==> src/rtl/mem_array_ctrl_if.sv <==
// Bus interface for mem_array_ctrl.
// The parity pins (par_inject, parity_err) exist only when PARITY_EN is defined.
interface mem_array_ctrl_if #(
  parameter int ADDR_W = 5,
  parameter int DATA_W = 8
);
  // Strobe semantics: there is no ready signal.
  // - read, write and clear are sampled on every rising clock edge.
  // - While busy=1, any strobe is dropped rather than stalled.
  // - rd_valid pulses high for exactly one cycle; data_out is updated in that cycle.
  logic              read;
  logic              write;
  logic              clear;
  logic [ADDR_W-1:0] addr;
  logic [DATA_W-1:0] data_in;
  logic [DATA_W-1:0] data_out;
  logic              rd_valid;
  logic              busy;
`ifdef PARITY_EN
  logic              par_inject;
  logic              parity_err;

  modport master (
    output read, write, clear, addr, data_in, par_inject,
    input  data_out, rd_valid, busy, parity_err
  );
  modport slave (
    input  read, write, clear, addr, data_in, par_inject,
    output data_out, rd_valid, busy, parity_err
  );
`else
  modport master (
    output read, write, clear, addr, data_in,
    input  data_out, rd_valid, busy
  );
  modport slave (
    input  read, write, clear, addr, data_in,
    output data_out, rd_valid, busy
  );
`endif
endinterface

==> src/rtl/mem_array_ctrl.sv <==
// Single-port memory with a registered read port and a hardware clear engine.
// Optional feature macro: PARITY_EN (adds one even-parity bit per stored word).
module mem_array_ctrl #(
  parameter int ADDR_W = 5,
  parameter int DATA_W = 8
) (
  input logic            clk,
  input logic            rst_n,
  mem_array_ctrl_if.slave bus
);
  localparam int DEPTH = 2 ** ADDR_W;
`ifdef PARITY_EN
  localparam int MEM_W = DATA_W + 1;
`else
  localparam int MEM_W = DATA_W;
`endif

  typedef enum logic {
    IDLE  = 1'b0,
    CLEAR = 1'b1
  } state_e;

  state_e            state_q, state_d;
  logic [ADDR_W-1:0] clr_cnt_q, clr_cnt_d;
  logic [DATA_W-1:0] data_out_q, data_out_d;
  logic              rd_valid_q, rd_valid_d;
`ifdef PARITY_EN
  logic              parity_err_q, parity_err_d;
`endif

  logic              mem_we;
  logic [ADDR_W-1:0] mem_wa;
  logic [MEM_W-1:0]  mem_wd;
  logic [MEM_W-1:0]  mem_rd;
  logic [MEM_W-1:0]  wr_word;
  logic [MEM_W-1:0]  mem [DEPTH];

  // The array is read combinationally here and registered below.
  // Because of that, a same-cycle write is never seen (read-before-write).
  assign mem_rd = mem[bus.addr];

`ifdef PARITY_EN
  assign wr_word = {(^bus.data_in) ^ bus.par_inject, bus.data_in};
`else
  assign wr_word = bus.data_in;
`endif

  always_comb begin
    state_d    = state_q;
    clr_cnt_d  = clr_cnt_q;
    data_out_d = data_out_q;
    rd_valid_d = 1'b0;
    mem_we     = 1'b0;
    mem_wa     = bus.addr;
    mem_wd     = wr_word;
`ifdef PARITY_EN
    parity_err_d = 1'b0;
`endif
    case (state_q)
      IDLE: begin
        if (bus.clear) begin
          state_d   = CLEAR;
          clr_cnt_d = '0;
        end else begin
          if (bus.write) begin
            mem_we = 1'b1;
          end
          if (bus.read) begin
            data_out_d = mem_rd[DATA_W-1:0];
            rd_valid_d = 1'b1;
`ifdef PARITY_EN
            parity_err_d = ^mem_rd;
`endif
          end
        end
      end
      CLEAR: begin
        // A zero word with a zero parity bit is a correctly encoded word.
        mem_we    = 1'b1;
        mem_wa    = clr_cnt_q;
        mem_wd    = '0;
        clr_cnt_d = clr_cnt_q + ADDR_W'(1);
        if (clr_cnt_q == ADDR_W'(DEPTH - 1)) begin
          state_d = IDLE;
        end
      end
      default: state_d = IDLE;
    endcase
  end

  always_ff @(posedge clk or negedge rst_n) begin
    if (!rst_n) begin
      state_q    <= IDLE;
      clr_cnt_q  <= '0;
      data_out_q <= '0;
      rd_valid_q <= 1'b0;
`ifdef PARITY_EN
      parity_err_q <= 1'b0;
`endif
    end else begin
      state_q    <= state_d;
      clr_cnt_q  <= clr_cnt_d;
      data_out_q <= data_out_d;
      rd_valid_q <= rd_valid_d;
`ifdef PARITY_EN
      parity_err_q <= parity_err_d;
`endif
    end
  end

  // Storage is deliberately left out of reset so that contents survive rst_n.
  always_ff @(posedge clk) begin
    if (mem_we) begin
      mem[mem_wa] <= mem_wd;
    end
  end

  assign bus.data_out = data_out_q;
  assign bus.rd_valid = rd_valid_q;
  assign bus.busy     = (state_q == CLEAR);
`ifdef PARITY_EN
  assign bus.parity_err = parity_err_q;
`endif
endmodule
==> src/flat_wrapper.sv <==
// flat-port wrapper written by rule: the top's interface ports become plain ports
module mem_array_ctrl_flat 
#(
  parameter int ADDR_W = 5,
  parameter int DATA_W = 8
)
  (clk, rst_n, bus_read, bus_write, bus_clear, bus_addr, bus_data_in, bus_data_out, bus_rd_valid, bus_busy);
  mem_array_ctrl_if #(.ADDR_W(ADDR_W), .DATA_W(DATA_W)) bus_i ();
  input logic clk;
  input logic rst_n;
  input wire logic [$bits(bus_i.read)-1:0] bus_read;
  input wire logic [$bits(bus_i.write)-1:0] bus_write;
  input wire logic [$bits(bus_i.clear)-1:0] bus_clear;
  input wire logic [$bits(bus_i.addr)-1:0] bus_addr;
  input wire logic [$bits(bus_i.data_in)-1:0] bus_data_in;
  output wire logic [$bits(bus_i.data_out)-1:0] bus_data_out;
  output wire logic [$bits(bus_i.rd_valid)-1:0] bus_rd_valid;
  output wire logic [$bits(bus_i.busy)-1:0] bus_busy;
  assign bus_i.read = bus_read;
  assign bus_i.write = bus_write;
  assign bus_i.clear = bus_clear;
  assign bus_i.addr = bus_addr;
  assign bus_i.data_in = bus_data_in;
  assign bus_data_out = bus_i.data_out;
  assign bus_rd_valid = bus_i.rd_valid;
  assign bus_busy = bus_i.busy;
  mem_array_ctrl #(.ADDR_W(ADDR_W), .DATA_W(DATA_W)) u_core (.clk(clk), .rst_n(rst_n), .bus(bus_i));
endmodule
==> config.mk <==
export PLATFORM = sky130hd
export DESIGN_NAME = mem_array_ctrl_flat
export DESIGN_NICKNAME = d
export VERILOG_FILES = /design/src/rtl/mem_array_ctrl_if.sv /design/src/rtl/mem_array_ctrl.sv /design/src/flat_wrapper.sv
export SDC_FILE = /design/constraint.sdc
export NUM_CORES = 1
export LEC_CHECK = 0
export BUFFER_PORTS_ARGS = -buffer_cell sky130_fd_sc_hd__buf_2
export CELL_PAD_IN_SITES_DETAIL_PLACEMENT = 1
export CELL_PAD_IN_SITES_GLOBAL_PLACEMENT = 2
export CORE_MARGIN = 10
export CORE_UTILIZATION = 51
export CTS_BUF_LIST = sky130_fd_sc_hd__clkbuf_4 sky130_fd_sc_hd__clkbuf_8 sky130_fd_sc_hd__clkbuf_16
export CTS_CLUSTER_DIAMETER = 40
export CTS_CLUSTER_SIZE = 16
export DETAILED_ROUTE_END_ITERATION = 8
export PLACE_DENSITY_LB_ADDON = 0.2
export RECOVER_POWER = 25
export SLEW_MARGIN = 0
export SYNTH_ARGS = -nofsm -noshare
export SYNTH_HDL_FRONTEND = slang
export SYNTH_SLANG_ARGS = --single-unit
==> constraint.sdc <==
create_clock -name clk -period 3.2 [get_ports clk]
set_input_delay 0.48 -clock clk [delete_from_list [all_inputs] [get_ports clk]]
set_output_delay 0.48 -clock clk [all_outputs]
set_load 0.005 [all_outputs]
==> flow_metrics.tcl <==
set metrics [dict create \
    fp-row-count 53 \
    core_region_area_mm2 0.0211 \
    synth_largest_area_cell "edfxtp_1" \
    post-route-util 0.601 \
    ant_nets 0 \
    grt_pass1_wl_mm 40.8 \
    fin_area_mm2 0.0127 \
    clock_sinks 271 \
    drive_gt1_frac 0.193 \
    power_density_mw_per_mm2 803 \
    vdd_drop_max_uv 594 \
    synth_area_per_cell_um2 17.1 \
    status "complete, no violations" \
    synth-edff-count 256 \
    fin_crit_sh 0.878 \
    skew_ns 0.0183 \
    grt_max_degree 62 \
    post_cts_buffers 0 \
    ys_warn_count 0 \
    crit_arrival_ns 3.13 \
    via_count 5977 \
    tns_ns 0 \
    synth_cell_type_count 37 \
    synth_common_cells "edfxtp_1, mux2i_1, nor2_1" \
    worst_hold_slack_ns 0.222 \
    syn_nets 661 \
    rsz0062_at_grt "no" \
    hold_class "input pin to flip-flop" \
    p_comb_frac 0.145 \
    area_delta_synth_final_pct 15.4 \
    endpoint_kind "flip-flop" \
    seqCellArea_mm2 0.00806 \
    worst_pin_slew_ns 1.44 \
    vias_per_cell 5.94 \
    crit_type "flip-flop to flip-flop" \
    cts_max_level 2 \
    wl_per_cell_um 26.8 \
    die_x_um 167 \
    cts.clk_slew.worst_paths_ns 0.06 \
    synthCells 641 \
    dpl_cell_area_mm2 0.0115 \
    clkPwrFrac 0.390 \
    yosysTopAreaCellShare 0.700 \
    critPathMaxFanout 17 \
    multi_input_area_mm2 0.00266 \
    p_leak_nw 4.66 \
    root_buffer "clkbuf_16" \
    antenna_found_initial 0 \
    cts_tree "yes" \
    ys.flop_type "edfxtp_1" \
    drc 0 \
    start_util 0.521 \
    ys_ff_latch 271 \
    dieArea_mm2 0.0278 \
    overflow 0 \
    switching_share 0.279 \
    grtUsageTotal 0.191 \
    p_switching_w 0.00284 \
    gp_congestion 0.815 \
    power.internal_w 0.00734 \
    io_pins 28 \
    first_pass_iters 5 \
    die_h_um 167 \
    clock_latency_ns 0.52 \
    portBuffers 27 \
    syn-cell-area_mm2 0.0110 \
    async_flop_share 0.0554 \
    timing.final.ws_setup_ns 0.390 \
    drtIter0Drc 454 \
    cts_resized 0 \
    yosys-top-cells-area "edfxtp_1, mux2i_1, dfrtp_1" \
    finalHoldViolations 0 \
    dp_hpwl_mm 16.9 \
    crit_required_ns 3.52 \
    seqPwrFrac 0.466 \
    nNetsFinal 727 \
    grt_pass1_vias 6488 \
    synth.most_common_cell "edfxtp_1" \
    ys_seq_area_frac 0.734 \
    fin_crit_ns 2.81 \
    numCtsBuffers 34 \
    ctsLongestPathBuffers 3 \
    cap_violations 0 \
    worst_setup_path_start_kind "flip-flop" \
    fmax_ghz 0.356 \
    post-place-ws_ns 0.428 \
    fill_cells 1893 \
    wl_mm 27.0 \
    antenna_cells 0 \
    setup_viol 0 \
    drv_slew 0 \
    relSlewSlack 0.0368 \
]
==> worst max-delay path, cell delays in order (launching register included) <==
cell	delay, ns
dfrtp_1	0.56
clkbuf_1	0.42
nor2b_1	1.20
buf_4	0.43
==> what timing repair did <==
| action | CTS | global route |
|---|---|---|
| hold buffers | 1 | 0 |
| hold endpoints to repair | 15 | 0 |
| setup endpoints to repair | 0 | 0 |
==> path summary, 6_finish.rpt <==
check	start	endpoint	slack [ns]	cells after the start
min in group asynchronous	rst_n	u_core.clr_cnt_q[4]	0.62	2
worst max-delay path	u_core.bus.busy	u_core.mem[23][5]	0.39	3
worst min register to register	u_core.bus.data_out[7]	u_core.bus.data_out[7]	0.55	2
worst max register to register	u_core.bus.busy	u_core.mem[23][5]	0.39	3
max in group asynchronous	rst_n	u_core.bus.rd_valid	2.01	2
worst min-delay path	bus_clear	u_core.clr_cnt_q[3]	0.22	2
==> kinds of logic (layout without fill, tap and decap cells) <==
family,count (synthesis),in the layout,share of synthesized area
buffers and inverters,40,131,0.0269
multiplexers,132,132,0.120
adder cells (fa/ha/maj),2,2,0.00228
AO/OA/AOI/OAI,108,108,0.0807
flip-flops,271,271,0.734
XOR/XNOR,2,2,0.00159
AND/OR/NAND/NOR,86,86,0.0344
==> metal layers <==
metal / part of all wire / GRT usage / wire (um) / vias up
met5: 0 / 0 / 0 / -
met4: 0.022 / 0.0557 / 589 / 0
met3: 0.062 / 0.0388 / 1670 / 47
met2: 0.49 / 0.315 / 13200 / 180
met1: 0.43 / 0.250 / 11600 / 3069
li1: - / - / - / 2681
==> cell usage in the layout, fill, tap and decap left out, drive strengths merged, types with 2 or more instances in the layout <==
cell | synthesis | layout
a21oi | 17 | 17
a221oi | 16 | 16
a22o | 16 | 16
a22oi | 32 | 32
buf | 24 | 51
bufinv | 0 | 4
clkbuf | 12 | 51
clkinv | 0 | 7
clkinvlp | 0 | 4
dfrtp | 15 | 15
edfxtp | 256 | 256
ha | 2 | 2
inv | 4 | 13
mux2 | 2 | 2
mux2i | 130 | 130
nand2 | 31 | 31
nand2b | 3 | 3
nand3 | 2 | 2
nand3b | 2 | 2
nor2 | 35 | 35
nor2b | 10 | 10
o21ai | 6 | 6
o22ai | 10 | 10
o32ai | 2 | 2
o41ai | 8 | 8
==> registers in the layout (all words and copies together) (netlist names) <==
register             cells
u_core.bus.busy          1
u_core.bus.data_out      8
u_core.bus.rd_valid      1
u_core.clr_cnt_q         5
u_core.mem             256
==> area by class of cell <==
type	count	share of cell area
clock buffer	37	0.0694
clock inverter	24	0.0240
inverter	4	0.00118
multi-input combinational	330	0.210
sequential	271	0.636
tap	275	0.0271
timing repair buffer	66	0.0326
==> power by group through the flow <==
stage / clock, W / combinational (W) / sequential (W)
3_5_place_dp: 0 / 0.00150 / 0.00480
6_report: 0.00397 / 0.00147 / 0.00474
3_3_place_gp: 0 / 0.00143 / 0.00477
2_1_floorplan: 0 / 0.000920 / 0.00468
5_1_grt: 0.00417 / 0.00162 / 0.00478
4_1_cts: 0.00403 / 0.00151 / 0.00473
==> per-stage QoR <==
step / power (W) / instances
after floorplan: 0.00560 / 641
after global placement: 0.00620 / 945
after detailed placement: 0.00630 / 945
after CTS: 0.0103 / 1007
after global routing: 0.0106 / 1007
final: 0.0102 / 1007
No activity file was read; power rests on OpenSTA's default activity.
